### src/rtl/text_console_writer_pkg.sv
//------------------------------------------------------------------------------
// Module   : text_console_writer_pkg
// Purpose  : Screen layout, fill code, control codes and FSM states shared by
//            the console writer and the OSD text renderer.
// Revision : 1.0
//------------------------------------------------------------------------------
`default_nettype none

package text_console_writer_pkg;

  localparam int          c_cols   = 40;
  localparam int          c_rows   = 30;
  localparam int          c_addr_w = 11;
  localparam logic [7:0]  c_blank  = 8'h20;

  localparam logic [7:0]  c_cr     = 8'h0D;
  localparam logic [7:0]  c_lf     = 8'h0A;
  localparam logic [7:0]  c_bs     = 8'h08;
  localparam logic [7:0]  c_ff     = 8'h0C;

  typedef enum logic [2:0] {
    ST_CLEAR,
    ST_IDLE,
    ST_WRITE,
    ST_SCROLL_RD,
    ST_SCROLL_WR,
    ST_SCROLL_FILL
  } state_t;

  function automatic logic is_printable(input logic [7:0] code);
    return code >= 8'h20;
  endfunction

endpackage

`default_nettype wire

### src/rtl/text_console_writer.sv
//------------------------------------------------------------------------------
// Module   : text_console_writer
// Purpose  : Byte-stream writer into the dual-port OSD text RAM with cursor,
//            wrap, control codes, clear-screen and in-RAM scroll-up.
// Revision : 1.0
//------------------------------------------------------------------------------
`default_nettype none

module text_console_writer
  import text_console_writer_pkg::*;
#(
  parameter int         COLS   = c_cols,
  parameter int         ROWS   = c_rows,
  parameter int         ADDR_W = c_addr_w,
  parameter logic [7:0] BLANK  = c_blank
) (
  input  logic              clk,
  input  logic              reset,
  input  logic [7:0]        char_data,
  input  logic              char_valid,
  output logic              char_ready,
  output logic [ADDR_W-1:0] ram_addr,
  output logic [7:0]        ram_wdata,
  output logic              ram_we,
  input  logic [7:0]        ram_rdata,
  output logic [5:0]        cursor_col,
  output logic [4:0]        cursor_row,
  output logic              busy
);

  localparam logic [ADDR_W-1:0] c_one_a     = ADDR_W'(1);
  localparam logic [ADDR_W-1:0] c_cols_a    = ADDR_W'(COLS);
  localparam logic [ADDR_W-1:0] c_last_cell = ADDR_W'(COLS*ROWS-1);
  localparam logic [ADDR_W-1:0] c_last_copy = ADDR_W'((ROWS-1)*COLS-1);
  localparam logic [ADDR_W-1:0] c_fill_base = ADDR_W'((ROWS-1)*COLS);
  localparam logic [ADDR_W-1:0] c_last_fill = ADDR_W'(COLS-1);
  localparam logic [5:0]        c_last_col  = 6'(COLS-1);
  localparam logic [4:0]        c_last_row  = 5'(ROWS-1);

  state_t              r_state, w_state_nxt;
  logic [ADDR_W-1:0]   r_idx, w_idx_nxt;
  logic [5:0]          r_col, w_col_nxt;
  logic [4:0]          r_row, w_row_nxt;
  logic                r_pend, w_pend_nxt;
  logic                r_we, w_we_nxt;
  logic [ADDR_W-1:0]   r_addr, w_addr_nxt;
  logic [7:0]          r_wdata, w_wdata_nxt;
  logic [ADDR_W-1:0]   w_row_ext, w_row_base, w_wr_addr;
  logic                w_xfer;

  assign w_row_ext = ADDR_W'(r_row);

  generate
    if (COLS == 40) begin : g_row_shift
      assign w_row_base = (w_row_ext << 5) + (w_row_ext << 3);
    end else begin : g_row_mult
      assign w_row_base = w_row_ext * c_cols_a;
    end
  endgenerate

  assign w_wr_addr  = w_row_base + ADDR_W'(r_col);
  assign char_ready = (r_state == ST_IDLE) || ((r_state == ST_WRITE) && !r_pend);
  assign w_xfer     = char_valid && char_ready;
  assign busy       = (r_state == ST_CLEAR) || (r_state == ST_SCROLL_RD) ||
                      (r_state == ST_SCROLL_WR) || (r_state == ST_SCROLL_FILL);

  // The copy write data comes straight from the RAM read port, which is
  // valid during SCROLL_WR for the address presented during SCROLL_RD.
  assign ram_wdata  = (r_state == ST_SCROLL_WR) ? ram_rdata : r_wdata;
  assign ram_addr   = r_addr;
  assign ram_we     = r_we;
  assign cursor_col = r_col;
  assign cursor_row = r_row;

  always_ff @(posedge clk or posedge reset) begin
    if (reset) begin
      r_state <= ST_CLEAR;
      r_idx   <= '0;
      r_col   <= '0;
      r_row   <= '0;
      r_pend  <= 1'b0;
      r_we    <= 1'b0;
      r_addr  <= '0;
      r_wdata <= BLANK;
    end else begin
      r_state <= w_state_nxt;
      r_idx   <= w_idx_nxt;
      r_col   <= w_col_nxt;
      r_row   <= w_row_nxt;
      r_pend  <= w_pend_nxt;
      r_we    <= w_we_nxt;
      r_addr  <= w_addr_nxt;
      r_wdata <= w_wdata_nxt;
    end
  end

  always_comb begin
    w_state_nxt = r_state;
    w_idx_nxt   = r_idx;
    w_col_nxt   = r_col;
    w_row_nxt   = r_row;
    w_pend_nxt  = r_pend;
    w_we_nxt    = 1'b0;
    w_addr_nxt  = r_addr;
    w_wdata_nxt = r_wdata;
    case (r_state)
      ST_CLEAR: begin
        w_we_nxt    = 1'b1;
        w_addr_nxt  = r_idx;
        w_wdata_nxt = BLANK;
        if (r_idx == c_last_cell) begin
          w_state_nxt = ST_IDLE;
          w_idx_nxt   = '0;
        end else begin
          w_idx_nxt   = r_idx + c_one_a;
        end
      end
      ST_IDLE, ST_WRITE: begin
        if ((r_state == ST_WRITE) && r_pend) begin
          // Wrap off the last row: the character is out, now scroll.
          w_pend_nxt  = 1'b0;
          w_state_nxt = ST_SCROLL_RD;
          w_idx_nxt   = '0;
          w_addr_nxt  = c_cols_a;
        end else begin
          w_state_nxt = ST_IDLE;
          if (w_xfer) begin
            if (is_printable(char_data)) begin
              w_we_nxt    = 1'b1;
              w_addr_nxt  = w_wr_addr;
              w_wdata_nxt = char_data;
              w_state_nxt = ST_WRITE;
              if (r_col == c_last_col) begin
                w_col_nxt = '0;
                if (r_row == c_last_row) w_pend_nxt = 1'b1;
                else                     w_row_nxt  = r_row + 5'd1;
              end else begin
                w_col_nxt = r_col + 6'd1;
              end
            end else begin
              case (char_data)
                c_cr: w_col_nxt = '0;
                c_lf: begin
                  if (r_row == c_last_row) begin
                    w_state_nxt = ST_SCROLL_RD;
                    w_idx_nxt   = '0;
                    w_addr_nxt  = c_cols_a;
                  end else begin
                    w_row_nxt = r_row + 5'd1;
                  end
                end
                c_bs: if (r_col != '0) w_col_nxt = r_col - 6'd1;
                c_ff: begin
                  w_state_nxt = ST_CLEAR;
                  w_idx_nxt   = '0;
                  w_col_nxt   = '0;
                  w_row_nxt   = '0;
                end
                default: ;
              endcase
            end
          end
        end
      end
      ST_SCROLL_RD: begin
        w_state_nxt = ST_SCROLL_WR;
        w_addr_nxt  = r_idx;
        w_we_nxt    = 1'b1;
      end
      ST_SCROLL_WR: begin
        if (r_idx == c_last_copy) begin
          w_state_nxt = ST_SCROLL_FILL;
          w_idx_nxt   = '0;
          w_addr_nxt  = c_fill_base;
          w_we_nxt    = 1'b1;
          w_wdata_nxt = BLANK;
        end else begin
          w_state_nxt = ST_SCROLL_RD;
          w_idx_nxt   = r_idx + c_one_a;
          w_addr_nxt  = r_idx + c_one_a + c_cols_a;
        end
      end
      ST_SCROLL_FILL: begin
        if (r_idx == c_last_fill) begin
          w_state_nxt = ST_IDLE;
          w_idx_nxt   = '0;
        end else begin
          w_idx_nxt   = r_idx + c_one_a;
          w_addr_nxt  = c_fill_base + r_idx + c_one_a;
          w_we_nxt    = 1'b1;
          w_wdata_nxt = BLANK;
        end
      end
      default: begin
        w_state_nxt = ST_CLEAR;
        w_idx_nxt   = '0;
      end
    endcase
  end

endmodule

`default_nettype wire
### config.mk
export PLATFORM = sky130hd
export DESIGN_NAME = text_console_writer
export DESIGN_NICKNAME = d
export VERILOG_FILES = /design/src/rtl/text_console_writer_pkg.sv /design/src/rtl/text_console_writer.sv
export SDC_FILE = /design/constraint.sdc
export NUM_CORES = 1
export LEC_CHECK = 0
export CORE_UTILIZATION = 30
export DETAILED_ROUTE_END_ITERATION = 8
export GPL_ROUTABILITY_DRIVEN = 0
export GPL_TIMING_DRIVEN = 0
export HOLD_SLACK_MARGIN = 0.08
export PLACE_DENSITY = 0.59
export SYNTH_ARGS = -nofsm -noshare
export SYNTH_HDL_FRONTEND = slang
export SYNTH_SLANG_ARGS = --single-unit
### constraint.sdc
create_clock -name clk -period 4.32 [get_ports clk]
set_clock_uncertainty 0.2 [all_clocks]
set_input_delay 0.864 -clock clk [delete_from_list [all_inputs] [get_ports clk]]
set_output_delay 0.864 -clock clk [all_outputs]
set_load 0.005 [all_outputs]
# After elaboration in Yosys (flattened, before gate mapping)
# Cells that the tools add are included.
word_totals:
  reg_bits: 46
  output_inout_bits: 33
classes:
  reduce_logical: 28
  n_mux: 52
  n_lt_le_gt_ge: 1
  bitwise: 2
  addsub: 9
  n_eq_ne: 29
op_table:
  columns: ["cell", "n"]
  rows:
  - ["11-bit two-way mux", 14]
  - ["11-bit case mux with 5 select lines", 1]
  - ["8-bit two-way mux", 6]
  - ["11-bit case mux with 4 select lines", 1]
  - ["8-bit by 4-bit == test with 1-bit output, second input constant", 4]
  - ["8-bit case mux with 4 select lines", 1]
  - ["5-bit AND reduction", 5]
  - ["11-bit by 1-bit adder with 11-bit output, second input constant", 2]
  - ["11-bit == test, second input constant", 2]
  - ["11-bit case mux with 2 select lines", 1]
  - ["6-bit two-way mux", 3]
  - ["5-bit two-way mux", 3]
  - ["3-bit case mux with 5 select lines", 1]
  - ["6-bit case mux with 2 select lines", 1]
  - ["10-bit by 8-bit adder with 11-bit output", 1]
  - ["11-bit adder, first input constant", 1]
  - ["11-bit by 6-bit adder with 11-bit output", 1]
  - ["11-bit by 6-bit adder with 11-bit output, second input constant", 1]
  - ["11-bit by 6-bit == test with 1-bit output, second input constant", 1]
  - ["1-bit two-way mux", 10]
  - ["5-bit case mux with 2 select lines", 1]
  - ["3-bit two-way mux", 3]
  - ["3-bit inequality test, second input constant", 3]
  - ["8-bit by 6-bit greater-or-equal comparator with 1-bit output, second input constant", 1]
  - ["other kinds (28)", 53]

# Logic depth before layout (Yosys ltp)
# Gate-level depths: netlist (run 1).
depth:
  word_depth: 7
  depth_mapped: 10
  depth_no_buf: 10

# Least setup slack after synthesis (run 1)
# Ideal clock, no wire load.
synth_timing:
  path_kind: "register to register"
  startpoint: "register r_row[0] (netlist: cursor_row[0])"
  endpoint: "register r_addr[8] (netlist: ram_addr[8])"
  required_time_ps: 3996
  path_stages_with_launch: 11
  arrival_time_ps: 2370
  setup_time_ps: 124
  setup_slack_ps: 1626
  path_cell_list: "dfrtp_1 inv_1 fa_1 inv_1 fa_1 a21oi_1 o21bai_1 xor2_1 a221o_1 mux2i_1 o21ai_1"
synth_between:
  elab_chain_cells: 6
  elab_cells_between_ends: 9
  classes_between: "add/sub (2); eq/ne (2); mux (4); reduce/logical (1)"
synth_rtl:
  columns: ["element", "line_no", "text"]
  rows:
  - ["start: declaration", "text_console_writer.sv:43", "logic [4:0] r_row, w_row_nxt;"]
  - ["start signal: assignment", "text_console_writer.sv:89", "r_row <= w_row_nxt;"]
  - ["10-bit by 8-bit adder with 11-bit output", "text_console_writer.sv:55", "assign w_row_base = (w_row_ext << 5) + (w_row_ext << 3);"]
  - ["11-bit by 6-bit adder with 11-bit output", "text_console_writer.sv:61", "assign w_wr_addr = w_row_base + ADDR_W'(r_col);"]
  - ["11-bit two-way mux", "text_console_writer.sv:128", "if (is_printable(char_data)) begin"]
  - ["11-bit two-way mux", "text_console_writer.sv:127", "if (w_xfer) begin"]
  - ["11-bit two-way mux", "text_console_writer.sv:119", "if ((r_state == ST_WRITE) && r_pend) begin"]
  - ["11-bit case mux with 4 select lines", "text_console_writer.sv:106", "case (r_state)"]
  - ["end signal: assignment", "text_console_writer.sv:92", "r_addr <= w_addr_nxt;"]
  - ["end: declaration", "text_console_writer.sv:46", "logic [ADDR_W-1:0] r_addr, w_addr_nxt;"]
# Parallel ways exist; a longest one is shown, timed or not. The select of a mux whose other input is x is not followed.
# A chain may end at the register's enable or synchronous reset.

# Final worst setup path (run 1)
layout_timing:
  startpoint: "register r_state[0]"
  endpoint: "output ram_wdata[4]"
layout_between:
  elab_chain_cells: 2
layout_rtl:
  columns: ["element", "line_no", "text"]
  rows:
  - ["start: declaration", "text_console_writer.sv:40", "state_t r_state, w_state_nxt;"]
  - ["start signal: assignment", "text_console_writer.sv:86", "r_state <= w_state_nxt;"]
  - ["3-bit == test", "text_console_writer.sv:69", "assign ram_wdata = (r_state == ST_SCROLL_WR) ? ram_rdata : r_wdata;"]
  - ["8-bit two-way mux", "text_console_writer.sv:69", null]
  - ["end: declaration", "text_console_writer.sv:23", "output logic [7:0] ram_wdata,"]
# Every way passes these cells.

==> metrics, run 1 <==
HPWL Detailed 8325 µm; setup violators final 0; Int Power 1.914 mW; sw frac 45.13%; Layout Utilization 38.69%; # diodes 0; Synthesized Nets 487; First-pass DRT Iterations 7; area grow syn2layout 23.84%; WL/cell between 15 and 20 µm; Core Rows 40; Primary FF master, synth dfrtp_1; status completed; Vias roughly 3,700; met3 Track Usage GR 2.965%; VDD IR-drop max 0.3256 mV; reg2reg setup slack 1260 ps; crit path time final 3800 ps; final WL between 10,000 and 15,000 µm; Cell Chain, Critical Path buf_4 -> clkbuf_1 -> nor2_1 -> clkbuf_1 -> nand2_1 -> o21ai_0 -> clkdlybuf4s50_1; Worst slew margin 45.64%; net switching power 1.575 mW; Post-Syn Area per Cell 8.444 µm²; EDFF count, synth 0; CP endpoint kind primary output; CP Class reg2out; Power Density ~740 nW/µm²; YS warnings 0; fin crit share 87.96%; # nets final 546; Leak 1.936 nW; CP max stage cell nor2_1; Setup Total Neg Slack 0 ps; Comb pwr share 64.3%; Boundary Pins 52; Worst-Skew Late Latency 290 ps; register area share after synthesis between 30 and 40%; fmax 0.2632 GHz; RSZ-0062 raised after global routing no; PortBufs 51; final hold vios 0; post-route ant nets 0; Netlist cell types 77; DRC 0; met2 Usage GRT 27.60%; critical path required time 3260 ps; Root Buffer clkbuf_16; reg2reg path depth 10; Seq cells post-synth 46; Worst path max stage delay 650 ps; CTS tree done; die area 13,120 µm²; CTS Buffer Depth 2; Die W 114.5 µm; first-pass GRT wire length 17,840 µm; met1 global-route usage 23.82%; Post-Syn Instances 450; nature of the critical path startpoint register; Mapped Area 3800 µm²; pin count of the biggest net entering global routing 28; post-cts resize count 0; critical path endpoint ram_wdata[4]; initial drt markers 319; number of H-tree levels 2; TritonCTS Sinks 46; WP data arrival 2740 ps; DIE HEIGHT 114.5 µm; antenna violations before repair 0; fillers 1,246; CP startpoint r_state[0]$_DFFE_PP0P_; worst-margin pin slew 809.9 ps; Flop pwr share 23.1%; Worst-path clk slew 70 ps; layout cell share with drive strength beyond 1 10.20%; final slew viol count 0; CTS Hold Bufs 0; Clock power frac 12.7%; vias in the first global route 3,460; max-cap violations 0; asr flop ratio synth 100.0%; Post-CTS Setup Inserts 0; CTS Buf Count 5; gr busiest metal met2; HP Class reg2reg; crit-path max FO 10; grt ovf 0; RR Endpoint ram_addr[9]$_DFFE_PP0P_; FF-to-FF Start r_idx[1]$_DFFE_PP0P_; most used cell, CP clkbuf_1; Tot GR Track Use 17.23%; vias per cell 5.448; initial core utilization 31.24%; Core Region between 10,000 and 15,000 µm²
[critical path: cells and delay by family (launching register included)]
kind            cells  cell delay (ps)
flops               1              360
buf+inv             4             1260
simple gates        2              750
compound gates      1               80
[registers in the layout (all words and copies together) (netlist names)]
name and count:
r_idx 11, ram_addr 11, r_wdata 8, cursor_col 6
cursor_row 5, r_state 3, r_pend 1, ram_we 1
[how the worst min path moves through the flow]
stage	end	slack, ps	from	cells after the start
6_report	ram_addr[7]$_DFFE_PP0P_	300	ram_addr[7]$_DFFE_PP0P_	2
5_1_grt	ram_addr[7]$_DFFE_PP0P_	340	ram_addr[7]$_DFFE_PP0P_	2
4_1_cts	ram_addr[3]$_DFFE_PP0P_	310	ram_addr[3]$_DFFE_PP0P_	2
3_5_place_dp	ram_addr[7]$_DFFE_PP0P_	280	ram_addr[7]$_DFFE_PP0P_	2
3_3_place_gp	ram_addr[7]$_DFFE_PP0P_	280	ram_addr[7]$_DFFE_PP0P_	2
2_1_floorplan	ram_addr[2]$_DFFE_PP0P_	270	ram_addr[2]$_DFFE_PP0P_	2
[metal layers]
metal | part of all wire, % | wire (µm)
met3 | 7.0 | 761
met4 | 1.5 | 159
met5 | 0 | 0
met1 | 47 | 5074
met2 | 45 | 4864
[stage by stage]
step | worst slack, ps | hold slack [ps] | instances | total power [mW] | cell area (µm²)
after floorplan | 1626 | 273.3 | 450 | 2.280 | 3800
after global placement | 924.1 | 280.5 | 669 | 3.006 | 4521
after detailed placement | 867.6 | 282.5 | 670 | 3.034 | 4541
after CTS | 553.6 | 310.2 | 678 | 3.501 | 4706
after global routing | 301.9 | 343.9 | 678 | 3.797 | 4706
final | 520.2 | 299.3 | 678 | 3.489 | 4706
[cell usage in the layout (no fill, tap or decap), drive strengths merged, types with 7 or more instances in the layout]
cell type and instances:
clkbuf 10, xnor2 14, mux2i 10, nand2b 7, nor3 9, nor2 25
nand3 20, ha 16, a31oi 9, o21ai 42, inv 26, nand2 55
a21oi 24, buf 23, clkdlybuf4s50 51, xor2 8, o22ai 8, nand4 7
dfrtp 45
[logic make-up after synthesis]
kind of cell | count (synthesis) | share of synthesized area (%)
XOR/XNOR | 22 | 5.466
AND/OR/NAND/NOR | 165 | 23.48
multiplexers | 12 | 3.326
buffers and inverters | 54 | 6.915
AO/OA/AOI/OAI | 133 | 24.17
flip-flops | 46 | 30.33
adder cells (fa/ha/maj) | 18 | 6.322
[power groups by stage]
stage                     combinational [mW]  clock, mW  sequential (mW)
after CTS                               2.25      0.452            0.804
after detailed placement                2.22          0            0.812
after global routing                    2.50      0.463            0.833
final                                   2.24      0.442            0.805
after floorplan                         1.51          0            0.767
after global placement                  2.20          0            0.808
[cells in the mapped netlist, drive strengths merged (3+ instances only)]
cell / instances / share of area, %
and3: 6 / 0.99
nand2b: 7 / 1.2
nor2b: 3 / 0.49
nand4: 7 / 1.2
dfrtp: 45 / 30
and2: 6 / 0.99
buf: 22 / 3.8
a31oi: 9 / 1.5
xor2: 8 / 2.0
nand2: 55 / 5.5
a21oi: 24 / 3.3
inv: 26 / 2.6
or3: 6 / 0.99
nand3: 20 / 2.8
a211oi: 4 / 0.79
ha: 16 / 5.3
a21o: 4 / 0.79
mux2i: 10 / 2.6
a221oi: 5 / 1.2
o21ai: 42 / 5.5
clkbuf: 5 / 0.49
o22ai: 8 / 1.3
nor3: 9 / 1.5
nor4: 4 / 1.1
nor3b: 5 / 1.3
o21a: 3 / 0.59
a32oi: 3 / 0.69
o31ai: 4 / 1.1
nor2: 25 / 2.5
xnor2: 14 / 3.4
a41oi: 5 / 1.2
[layout make-up]
type                       instances  area, µm²  share of cell area, %
multi-input combinational        350       2385                  50.68
sequential                        46       1152                  24.49
timing repair buffer              52      530.5                  11.27
tap                              168      210.2                  4.467
buffer                            27      161.4                  3.430
clock buffer                       5      125.1                  2.659
inverter                          27      101.3                  2.154
clock inverter                     3      40.04                 0.8508
Power figures use the tool's default switching activity.
==> run 2, diff against run 1 <==
SKIP_LAST_GASP = 1   (was not set)
==> results of run 2 <==
No change in the layout: final DEF, timing and power equal those of run 1.
